$ cat config.mk
export PLATFORM = sky130hd
export DESIGN_NAME = sdram_csr_slave
export DESIGN_NICKNAME = d
export VERILOG_FILES = /design/src/rtl/sdram_csr_pkg.sv /design/src/rtl/sdram_csr_buf.sv /design/src/rtl/sdram_csr_slave.sv
export SDC_FILE = /design/constraint.sdc
export NUM_CORES = 1
export LEC_CHECK = 0
export CAP_MARGIN = 25
export CORE_MARGIN = 4
export CORE_UTILIZATION = 50
export CTS_CLUSTER_SIZE = 20
export DETAILED_ROUTE_END_ITERATION = 10
export DONT_BUFFER_PORTS = 1
export SLEW_MARGIN = 0
export SYNTH_ARGS = -nofsm -noshare
export SYNTH_HDL_FRONTEND = slang
export SYNTH_SLANG_ARGS = --single-unit
$ cat constraint.sdc
create_clock -name clk -period 8.59 [get_ports clk]
set_input_delay 0 -clock clk [delete_from_list [all_inputs] [get_ports clk]]
set_output_delay 0 -clock clk [all_outputs]
set_load 0.01 [all_outputs]
$ cat src/rtl/sdram_csr_pkg.sv
`default_nettype none
// ============================================================================
// Module   : sdram_csr_pkg
// Brief    : Shared register offsets, FSM state encoding and STATUS bit
//            positions for the SDRAM CSR responder.
// Revision : 1.0 - initial release
// ============================================================================
package sdram_csr_pkg;

    // Register offsets within the CSR bank
    localparam logic [8:0] REG_STATUS = 9'd0;
    localparam logic [8:0] REG_ADDR0  = 9'd1;
    localparam logic [8:0] REG_ADDR1  = 9'd2;
    localparam logic [8:0] REG_ADDR2  = 9'd3;
    localparam logic [8:0] REG_ADDR3  = 9'd4;
    localparam logic [8:0] REG_DATA0  = 9'd5;
    localparam logic [8:0] REG_DATA1  = 9'd6;
    localparam logic [8:0] REG_DATA2  = 9'd7;
    localparam logic [8:0] REG_DATA3  = 9'd8;
    localparam logic [8:0] REG_INDEX  = 9'd9;
    localparam logic [8:0] REG_LEN    = 9'd10;
    localparam logic [8:0] REG_START  = 9'd11;
    localparam logic [8:0] REG_CNT_LO = 9'd12;
    localparam logic [8:0] REG_CNT_HI = 9'd13;

    // Transfer FSM states
    typedef enum logic [1:0] {
        IDLE = 2'd0,
        REQ  = 2'd1,
        XFER = 2'd2
    } state_t;

    // STATUS register bit positions
    localparam int STAT_BUSY = 0;
    localparam int STAT_DONE = 1;
    localparam int STAT_ERR  = 2;

endpackage
`default_nettype wire

$ cat src/rtl/sdram_csr_buf.sv
`default_nettype none
// ============================================================================
// Module   : sdram_csr_buf
// Brief    : BUF_DEPTH x 32-bit staging buffer. CSR side writes whole words
//            and reads combinationally; controller side reads
//            combinationally and writes returned SDRAM data.
// Revision : 1.0 - initial release
// ============================================================================
module sdram_csr_buf #(
    parameter int BUF_DEPTH = 8
) (
    input  logic        clk,
    input  logic        i_csr_we,
    input  logic [2:0]  i_csr_idx,
    input  logic [31:0] i_csr_wdata,
    output logic [31:0] o_csr_rdata,
    input  logic [2:0]  i_ctl_idx,
    output logic [31:0] o_ctl_rdata,
    input  logic        i_ctl_we,
    input  logic [31:0] i_ctl_wdata
);

    localparam int AW = (BUF_DEPTH > 1) ? $clog2(BUF_DEPTH) : 1;

    // Contents are undefined after reset, so the array has no reset
    logic [31:0] mem_q [BUF_DEPTH];

    logic [AW-1:0] w_csr_a;
    logic [AW-1:0] w_ctl_a;

    assign w_csr_a = i_csr_idx[AW-1:0];
    assign w_ctl_a = i_ctl_idx[AW-1:0];

    // Word write; both ports are never active together because CSR writes
    // are blocked while a transfer is in flight
    always_ff @(posedge clk) begin
        if (i_ctl_we) begin
            mem_q[w_ctl_a] <= i_ctl_wdata;
        end else if (i_csr_we) begin
            mem_q[w_csr_a] <= i_csr_wdata;
        end
    end

    assign o_csr_rdata = mem_q[w_csr_a];
    assign o_ctl_rdata = mem_q[w_ctl_a];

endmodule
`default_nettype wire

$ cat src/rtl/sdram_csr_slave.sv
`default_nettype none
// ============================================================================
// Module   : sdram_csr_slave
// Brief    : Byte-wide CSR responder for the SDRAM peripheral. Holds address,
//            length, direction and a staging buffer, and runs one
//            request/acknowledge transaction per START write.
//            Optional transfer counter: define SDRAM_CSR_XFER_COUNT_EN.
// Revision : 1.0 - initial release
// ============================================================================
module sdram_csr_slave
    import sdram_csr_pkg::*;
#(
    parameter logic [4:0] CSR_BANK  = 5'd1,
    parameter int         BUF_DEPTH = 8
) (
    input  logic        clk,
    input  logic        rst_n,
    input  logic [13:0] adr,
    input  logic        we,
    input  logic [7:0]  dat_w,
    output logic [7:0]  dat_r,
    output logic        app_req,
    input  logic        app_req_ack,
    output logic        app_wr,
    output logic [31:0] app_addr,
    output logic [3:0]  app_len,
    input  logic        app_done,
    input  logic [2:0]  buf_idx,
    output logic [31:0] buf_rdata,
    input  logic        buf_we,
    input  logic [31:0] buf_wdata,
    output logic [1:0]  p_state
);

    localparam logic [4:0] LEN_MAX = 5'(BUF_DEPTH);

    state_t      state_q, state_d;
    logic [31:0] addr_q,  addr_d;
    logic [23:0] stage_q, stage_d;
    logic [2:0]  index_q, index_d;
    logic [3:0]  len_q,   len_d;
    logic        wr_q,    wr_d;
    logic        done_q,  done_d;
    logic        err_q,   err_d;
    logic [7:0]  dat_r_q, dat_r_d;

    logic        w_sel;
    logic        w_wr;
    logic        w_wr_cfg;
    logic        w_start;
    logic        w_busy;
    logic        w_xfer_done;
    logic        w_csr_buf_we;
    logic [31:0] w_csr_buf_wdata;
    logic [31:0] w_csr_buf_rdata;
    logic        w_ctl_buf_we;

    assign w_sel       = (adr[13:9] == CSR_BANK);
    assign w_wr        = we && w_sel;
    assign w_busy      = (state_q != IDLE);
    assign w_wr_cfg    = w_wr && !w_busy;
    assign w_xfer_done = (state_q == XFER) && app_done;
    // Controller may only fill the buffer during an SDRAM->buffer transfer
    assign w_ctl_buf_we = buf_we && (state_q == XFER) && !wr_q;

    // Configuration register writes, blocked while a transfer is active
    always_comb begin
        addr_d          = addr_q;
        stage_d         = stage_q;
        index_d         = index_q;
        len_d           = len_q;
        w_start         = 1'b0;
        w_csr_buf_we    = 1'b0;
        w_csr_buf_wdata = {dat_w, stage_q};
        if (w_wr_cfg) begin
            case (adr[8:0])
                REG_ADDR0: addr_d[7:0]    = dat_w;
                REG_ADDR1: addr_d[15:8]   = dat_w;
                REG_ADDR2: addr_d[23:16]  = dat_w;
                REG_ADDR3: addr_d[31:24]  = dat_w;
                REG_DATA0: stage_d[7:0]   = dat_w;
                REG_DATA1: stage_d[15:8]  = dat_w;
                REG_DATA2: stage_d[23:16] = dat_w;
                REG_DATA3: w_csr_buf_we   = 1'b1;
                REG_INDEX: index_d        = dat_w[2:0];
                REG_LEN:   len_d          = dat_w[3:0];
                REG_START: w_start        = 1'b1;
                default:   ;
            endcase
        end
    end

    // Transfer FSM: next state, sticky done/err and direction latch
    always_comb begin
        state_d = state_q;
        wr_d    = wr_q;
        done_d  = done_q;
        err_d   = err_q;
        case (state_q)
            IDLE: begin
                if (w_start) begin
                    if (len_q == 4'd0 || {1'b0, len_q} > LEN_MAX) begin
                        err_d  = 1'b1;
                        done_d = 1'b1;
                    end else begin
                        err_d   = 1'b0;
                        done_d  = 1'b0;
                        wr_d    = ~dat_w[0];
                        state_d = REQ;
                    end
                end
            end
            REQ: begin
                if (app_req_ack) begin
                    state_d = XFER;
                end
            end
            XFER: begin
                if (app_done) begin
                    done_d  = 1'b1;
                    state_d = IDLE;
                end
            end
            default: state_d = IDLE;
        endcase
    end

`ifdef SDRAM_CSR_XFER_COUNT_EN
    logic [15:0] cnt_q, cnt_d;

    // Completed-transfer counter; a write to the low byte clears it
    always_comb begin
        cnt_d = cnt_q;
        if (w_wr && adr[8:0] == REG_CNT_LO) begin
            cnt_d = 16'd0;
        end else if (w_xfer_done && cnt_q != 16'hFFFF) begin
            cnt_d = cnt_q + 16'd1;
        end
    end

    // Counter register
    always_ff @(posedge clk or negedge rst_n) begin
        if (!rst_n) begin
            cnt_q <= 16'd0;
        end else begin
            cnt_q <= cnt_d;
        end
    end
`endif

    // Read data mux; unmapped or other-bank offsets return zero
    always_comb begin
        dat_r_d = 8'd0;
        if (w_sel) begin
            case (adr[8:0])
                REG_STATUS: begin
                    dat_r_d[STAT_BUSY] = w_busy;
                    dat_r_d[STAT_DONE] = done_q;
                    dat_r_d[STAT_ERR]  = err_q;
                end
                REG_ADDR0:  dat_r_d = addr_q[7:0];
                REG_ADDR1:  dat_r_d = addr_q[15:8];
                REG_ADDR2:  dat_r_d = addr_q[23:16];
                REG_ADDR3:  dat_r_d = addr_q[31:24];
                REG_DATA0:  dat_r_d = w_csr_buf_rdata[7:0];
                REG_DATA1:  dat_r_d = w_csr_buf_rdata[15:8];
                REG_DATA2:  dat_r_d = w_csr_buf_rdata[23:16];
                REG_DATA3:  dat_r_d = w_csr_buf_rdata[31:24];
                REG_INDEX:  dat_r_d = {5'd0, index_q};
                REG_LEN:    dat_r_d = {4'd0, len_q};
`ifdef SDRAM_CSR_XFER_COUNT_EN
                REG_CNT_LO: dat_r_d = cnt_q[7:0];
                REG_CNT_HI: dat_r_d = cnt_q[15:8];
`endif
                default:    dat_r_d = 8'd0;
            endcase
        end
    end

    // State and register file update
    always_ff @(posedge clk or negedge rst_n) begin
        if (!rst_n) begin
            state_q <= IDLE;
            addr_q  <= 32'd0;
            stage_q <= 24'd0;
            index_q <= 3'd0;
            len_q   <= 4'd0;
            wr_q    <= 1'b1;
            done_q  <= 1'b0;
            err_q   <= 1'b0;
            dat_r_q <= 8'd0;
        end else begin
            state_q <= state_d;
            addr_q  <= addr_d;
            stage_q <= stage_d;
            index_q <= index_d;
            len_q   <= len_d;
            wr_q    <= wr_d;
            done_q  <= done_d;
            err_q   <= err_d;
            dat_r_q <= dat_r_d;
        end
    end

    sdram_csr_buf #(
        .BUF_DEPTH (BUF_DEPTH)
    ) u_buf (
        .clk         (clk),
        .i_csr_we    (w_csr_buf_we),
        .i_csr_idx   (index_q),
        .i_csr_wdata (w_csr_buf_wdata),
        .o_csr_rdata (w_csr_buf_rdata),
        .i_ctl_idx   (buf_idx),
        .o_ctl_rdata (buf_rdata),
        .i_ctl_we    (w_ctl_buf_we),
        .i_ctl_wdata (buf_wdata)
    );

    // Address/length only change in IDLE, so they are stable for the request
    assign dat_r    = dat_r_q;
    assign app_req  = (state_q == REQ);
    assign app_wr   = wr_q;
    assign app_addr = addr_q;
    assign app_len  = len_q;
    assign p_state  = state_q;

endmodule
`default_nettype wire

==> impl_metrics.json, run 1 <==
{
  "skew_ps": 13.9,
  "reg2reg_slack_ps": 5330,
  "cts.clk_slew.worst_paths_ps": 60,
  "syn_area_sq_um": 15800,
  "port_buffers": 0,
  "initial_core_util_pct": 51.3,
  "async_reset_ff_share_pct": 22.9,
  "post_cts_buffers": 0,
  "final_util_pct": 58.0,
  "yosysWarningCount": 0,
  "hold_depth": 3,
  "io_pins": 143,
  "clock_latency_ps": 520,
  "vias": 9159,
  "avgSynthCellArea_sq_um": 17.9,
  "critPathKind": "in -> reg",
  "cp_common_cell": "dlygate4sd3_1",
  "path_cells": "dlygate4sd3_1 -> or4_4 -> dlygate4sd3_1 -> nor4_4 -> nand2_2 -> mux2i_1 -> nor2_4 -> buf_4",
  "yosysUniqueCellTypes": 58,
  "layout_common_cells": "edfxtp_1 (256), mux4_2 (125), mux2_2 (110), dfrtp_1 (72), dlygate4sd3_1 (60)",
  "area_growth_pct": 13.2,
  "ant_nets": 0,
  "routed_via_density": 6.74,
  "cts_root_buf": "clkbuf_16",
  "dpl.hpwl_microns": 28900,
  "clkSinkCount": 332,
  "setup_viol": 0,
  "track_usage_pct": 26.2,
  "leakage_nw": 6.29,
  "worst_slew_pin_slew_ps": 988,
  "arrival_ps": 4140,
  "wl_per_cell_microns": 33.3,
  "syn_inst": 886,
  "drv_cap": 0,
  "grt_max_degree": 77,
  "cp_top_family": "simple AND/OR/NAND/NOR gates",
  "whs_endpoint": "done_q",
  "grt_pass1_vias": 9565,
  "rsz0062_at_grt": "false",
  "startpoint_type": "input pin",
  "powerDensity_nw_per_um2": 188,
  "cts_buffers": 36,
  "cp_slowest_cell": "dlygate4sd3_1",
  "ctsHoldBuffers": 61,
  "placed_cells": 1231,
  "cts_tree": "built",
  "required_ps": 8750,
  "hold_violations": 0,
  "ir_worst_vdd_v": 0.000148,
  "die_w_microns": 186,
  "first_iter_violations": 928,
  "hp-class": "in -> reg",
  "routed_wl_microns": 45200,
  "slew_headroom_pct": 34.1,
  "nets": 997,
  "globalplace.congestion": 0.862,
  "dominantRegCellSynth": "edfxtp_1",
  "crit_buf_inv": 3,
  "fin_tns_setup_ps": 0,
  "core_region_area_sq_um": 30900,
  "h-tree-depth": 2,
  "crit_path_end_kind": "flip-flop",
  "die_height_microns": 186,
  "crit_fanout": 23,
  "grt_pass1_wl_microns": 65500,
  "rr_endpoint": "u_buf.mem_q[6][11]",
  "layout_min_cycle_time_ps": 3980,
  "fmax_mhz": 251,
  "synth-edff-count": 256,
  "finalMaxSlewViolations": 0,
  "rows": 64,
  "final_common_cell": "edfxtp_1",
  "fin_crit_sh_pct": 46.3,
  "grt-ovfl-total": 0,
  "slowest_delay_ps": 650,
  "firstDrtPassIters": 5,
  "seq_area_frac_synth_pct": 60.5,
  "status": "complete, no violations",
  "layout-drive-gt1-share_pct": 37.1,
  "final_cells": 1359,
  "synth_nets": 949,
  "hp-start": "we",
  "cts_resized": 0,
  "r2r-start": "index_q[2]",
  "die_area_sq_um": 34600,
  "antenna_found_initial": 2,
  "r2r_cells": 4,
  "clockBufferDepth": 3,
  "ys_ff_latch": 332,
  "drc": 0
}
where the power goes:
group / internal, mW / switching [mW] / total, mW
logic: 0.0702 / 0.0755 / 0.146
registers: 1.73 / 0.000740 / 1.73
clock network: 0.874 / 0.614 / 1.49
total: 2.68 / 0.690 / 3.37
kinds of logic after synthesis:
family          synth area share (%)
flops                           60.5
compound gates                  2.60
xor+xnor                      0.0553
simple gates                    5.12
mux                             29.5
buf+inv                         2.16
registers in the layout, summed over array words and instances, names as in the netlist:
register     count
app_addr        32
err_q            1
dat_r            8
app_wr           1
p_state          2
app_len          4
stage_q         24
done_q           1
index_q          3
u_buf.mem_q    256
per-layer routing:
layer / vias up / GRT usage [%] / part of all wire, %
li1: 3720 / - / -
met4: 0 / 9.44 / 3.4
met5: - / 0 / 0
met3: 90 / 5.65 / 7.3
met1: 4913 / 35.0 / 40
met2: 436 / 43.0 / 50
worst max-delay path by stage:
stage | slack (ps) | startpoint | end | cells past startpoint
finish | 4610 | adr[4] | u_buf.mem_q[0][17] | 8
detailed placement | 5230 | adr[5] | u_buf.mem_q[0][11] | 6
global route | 4480 | adr[4] | u_buf.mem_q[0][17] | 8
CTS | 4620 | adr[4] | u_buf.mem_q[0][30] | 8
global placement | 5350 | adr[5] | u_buf.mem_q[0][11] | 6
floorplan | 5270 | index_q[0] | u_buf.mem_q[0][0] | 7
worst register-to-register path, stage by stage, from the launching register on:
cell and delay, ps:
dfrtp_2 640, buf_4 760, a41oi_1 460, nor2_4 510, buf_4 500
per-stage QoR:
stage | power [mW] | hold WS (ps) | area, sq um | setup slack (ps)
CTS | 3.39 | 11.0 | 17900 | 4620
global placement | 1.86 | -293 | 16200 | 5350
finish | 3.37 | 25.9 | 17900 | 4610
detailed placement | 1.87 | -294 | 16200 | 5230
floorplan | 1.87 | -296 | 15800 | 5270
global route | 3.47 | 35.1 | 17900 | 4480
synthesized netlist by cell type, drive strengths merged (2+ instances only):
library cell / count / area share (%)
dfrtp: 75 / 12
nor2b: 13 / 0.51
mux2i: 22 / 1.4
a22oi: 5 / 0.24
o211ai: 4 / 0.19
o21ai: 9 / 0.28
a222oi: 2 / 0.13
a221oi: 2 / 0.11
buf: 35 / 1.3
and3: 4 / 0.19
nand3: 8 / 0.28
or2: 2 / 0.079
nand2: 50 / 1.2
nor3: 11 / 0.70
nand4: 2 / 0.079
clkbuf: 29 / 0.69
mux2: 137 / 10
nand2b: 4 / 0.16
a31oi: 7 / 0.28
or3b: 2 / 0.11
a21oi: 9 / 0.28
inv: 5 / 0.12
nor2: 30 / 0.71
nor4: 4 / 0.44
a32oi: 3 / 0.17
edfxtp: 256 / 49
a22o: 2 / 0.11
mux4: 125 / 18
or4: 3 / 0.17
a41oi: 2 / 0.11
o31ai: 3 / 0.14
o22ai: 6 / 0.24
final cells by class:
class / instances / area, sq um
antenna: 2 / 5.00
timing repair buffer: 74 / 726
sequential: 332 / 9600
inverter: 5 / 18.8
clock buffer: 52 / 1000
multi-input combinational: 485 / 5970
tap: 396 / 495
clock inverter: 13 / 123
fill: 2354 / 13000
No activity file was read; power rests on OpenSTA's default activity.
==> run 2, diff against run 1 <==
--- a/config.mk
+++ b/config.mk
@@ -5,12 +5,14 @@
 export SDC_FILE = /design/constraint.sdc
 export NUM_CORES = 1
 export LEC_CHECK = 0
+export ABC_AREA = 1
 export CAP_MARGIN = 25
 export CORE_MARGIN = 4
 export CORE_UTILIZATION = 50
 export CTS_CLUSTER_SIZE = 20
 export DETAILED_ROUTE_END_ITERATION = 10
 export DONT_BUFFER_PORTS = 1
+export PLACE_DENSITY = 0.68
 export SLEW_MARGIN = 0
 export SYNTH_ARGS = -nofsm -noshare
 export SYNTH_HDL_FRONTEND = slang
==> constraint.sdc (replaced) <==
create_clock -name clk -period 3.3 [get_ports clk]
set_input_delay 0 -clock clk [delete_from_list [all_inputs] [get_ports clk]]
set_output_delay 0 -clock clk [all_outputs]
set_load 0.01 [all_outputs]
==> run 2 against run 1 <==
Against the previous run: synthesized cell count up 110%; non-clock buffer count up 17; via count is 50% higher; sequential share of layout area is 2.6 points lower; sequential cell count unchanged; routed wire length rose by 10%; total power increased to 2.6 times the previous value; cell area grew 5.2%; register-to-register slack worse by 4700 ps; clock power increased by 150%; setup slack worse by 4000 ps.
==> impl_metrics.json, run 2 <==
{
  "layout_min_cycle_time_ps": 2640,
  "io_pins": 143,
  "critPathKind": "reg -> reg",
  "syn_inst": 1843,
  "yosysWarningCount": 0,
  "die_w_microns": 191,
  "antenna-diode-count": 0,
  "fmax_mhz": 379,
  "avgSynthCellArea_sq_um": 9.09,
  "cts_buffers": 35,
  "routed_wl_microns": 50000,
  "dpl.hpwl_microns": 31500,
  "powerDensity_nw_per_um2": 460,
  "setup_viol": 0,
  "p_seq_share_pct": 52.0,
  "cts_tree": "built",
  "synth_nets": 1906,
  "yosysTopAreaCell": "edfxtp_1",
  "syn_area_sq_um": 16800,
  "place_ws_ps": 672,
  "vias": 13699,
  "setup_slack_ps": 658,
  "clockBufferDepth": 3,
  "crit_fanout": 18,
  "ir_worst_vdd_v": 0.000475,
  "post_cts_buffers": 0,
  "firstDrtPassIters": 6,
  "ant_nets": 0,
  "drv_cap": 0,
  "ys_ff_latch": 332,
  "grt_pass1_wl_microns": 76000,
  "track_usage_pct": 26.9,
  "seq_area_frac_synth_pct": 57.2,
  "finalMaxSlewViolations": 0,
  "slew_headroom_pct": 21.4,
  "initial_core_util_pct": 51.1,
  "globalplace.congestion": 0.950,
  "first_iter_violations": 1534,
  "hold_violations": 0,
  "layout-drive-gt1-share_pct": 8.77,
  "h-tree-depth": 2,
  "synth_top_area_share_pct": 45.9,
  "power_switching_mw": 1.86,
  "p_int_mw": 6.82,
  "routed_via_density": 5.89,
  "die_area_sq_um": 36500,
  "rsz0062_at_grt": "false",
  "fin_tns_setup_ps": 0,
  "netlist_top_cells_area": "edfxtp_1 (46%), dfrtp_1 (11%), nand2_1 (8.7%)",
  "cts.clk_slew.worst_paths_ps": 60,
  "rows": 66,
  "clkSinkCount": 332,
  "antenna_found_initial": 0,
  "synth_most_common_cell": "nand2_1",
  "grt_pass1_vias": 13102,
  "area_growth_pct": 12.6,
  "layout_common_cells": "nand2_1 (390), edfxtp_1 (256), nand3_1 (198), nor2_1 (178), inv_1 (171)",
  "leakage_nw": 7.69,
  "crit_path_end_kind": "flip-flop",
  "core_region_area_sq_um": 32800,
  "arrival_ps": 2860,
  "power_frac_clock_pct": 42.9,
  "port_buffers": 0,
  "dominantRegCellSynth": "edfxtp_1",
  "skew_ps": 12.9,
  "clock_latency_ps": 520,
  "worst_slew_pin_slew_ps": 1170,
  "synth-edff-count": 256,
  "yosysUniqueCellTypes": 39,
  "swShare_pct": 21.4,
  "hp-class": "in -> reg",
  "synthTopCellsByCount": "nand2_1 (390), edfxtp_1 (256), nand3_1 (198), nor2_1 (186), inv_1 (172)",
  "top_register": "u_buf.mem_q",
  "grt-ovfl-total": 0,
  "fin_crit_sh_pct": 80.0,
  "wl_per_cell_microns": 21.5,
  "startpoint_type": "flip-flop",
  "async_reset_ff_share_pct": 22.9,
  "grt_max_degree": 143,
  "pwr-share-comb_pct": 5.1,
  "nets": 1921,
  "cts_root_buf": "clkbuf_16",
  "largest_reg_flops": 256,
  "drc": 0,
  "required_ps": 3510,
  "final_common_cell": "nand2_1",
  "die_height_microns": 191,
  "status": "complete, no violations"
}
run 2: cell types whose count changed in the layout (fill, tap and decap cells not counted), sizes merged, moves of 13 or more:
cell	change
nor2	+167
nand3	+195
o211ai	+24
buf	+29
mux2i	-22
a21oi	+89
mux4	-125
o21ai	+207
mux2	-113
nor2b	-13
a31oi	+26
inv	+168
nand2	+350
run 2: cells by family (layout without fill, tap and decap cells):
logic type | Yosys count | count (layout) | synth area share, %
DFF | 332 | 332 | 57.2
AOI/OAI and AO/OA | 385 | 385 | 12.4
and+or+nand+nor | 809 | 809 | 20.9
muxes | 24 | 24 | 2.13
xor gates and xnor gates | 1 | 1 | 0.0523
buffers and inverters | 292 | 331 | 7.27
run 2: area by class of cell:
| cell class | instances | area, sq um |
|---|---|---|
| timing repair buffer | 91 | 973 |
| clock buffer | 50 | 995 |
| inverter | 179 | 672 |
| tap | 442 | 553 |
| multi-input combinational | 1219 | 6010 |
| fill | 2792 | 13900 |
| sequential | 332 | 9600 |
| clock inverter | 11 | 72.6 |
run 2: worst max-delay path, cell delays in order (launching register included):
cell and delay (ps):
dfrtp_1 440, inv_1 130, nand3_1 190, nor2_8 170, buf_4 300, nand3_2 130
nand2_1 100, nand2_1 220, nor2_4 420, buf_12 230
run 2: per-stage QoR:
| stage | utilization (%) | instance area (sq um) | std cells | hold WS, ps | total power [mW] |
|---|---|---|---|---|---|
| 2_1_floorplan | - | 16800 | 1843 | -296 | 4.87 |
| 3_3_place_gp | 52.7 | 17300 | 2213 | -293 | 4.95 |
| 3_5_place_dp | 52.7 | 17300 | 2213 | -294 | 4.96 |
| 4_1_cts | 57.5 | 18800 | 2323 | 10.7 | 8.70 |
| 5_1_grt | 57.6 | 18900 | 2324 | 41.4 | 8.93 |
| 6_report | 57.6 | 18900 | 2324 | 26.7 | 8.67 |
run 2: worst paths after layout:
| path | startpoint | endpoint | slack, ps | cells past startpoint |
|---|---|---|---|---|
| hold / removal | adr[7] | err_q | 30 | 5 |
| min in group asynchronous | rst_n | app_addr[30] | 100 | 2 |
| setup / recovery | p_state[0] | u_buf.mem_q[7][9] | 660 | 9 |
| hold reg to reg | stage_q[12] | stage_q[12] | 490 | 2 |
| max in group asynchronous | rst_n | app_wr | 2870 | 2 |
| setup reg to reg | p_state[0] | u_buf.mem_q[7][9] | 660 | 9 |
run 2: timing repair:
| action | CTS | global route |
|---|---|---|
| resized for setup | 0 | 0 |
| hold buffers | 49 | 0 |
| hold endpoints to repair | 381 | 0 |
run 2: power by group through the flow:
stage,combinational (mW),sequential [mW],clock (mW)
final,0.443,4.51,3.72
after global routing,0.480,4.51,3.95
after CTS,0.436,4.51,3.75
after detailed placement,0.366,4.60,0
after global placement,0.359,4.60,0
after floorplan,0.275,4.59,0
run 2: metal layers:
layer	part of all wire, %	global-route usage (%)	wire length, microns	up-vias
met5	0	0	0	-
met4	3.1	8.92	1560	0
met3	9.9	5.46	4960	126
met2	47	44.2	23500	798
met1	40	36.2	19900	6502
li1	-	-	-	6273
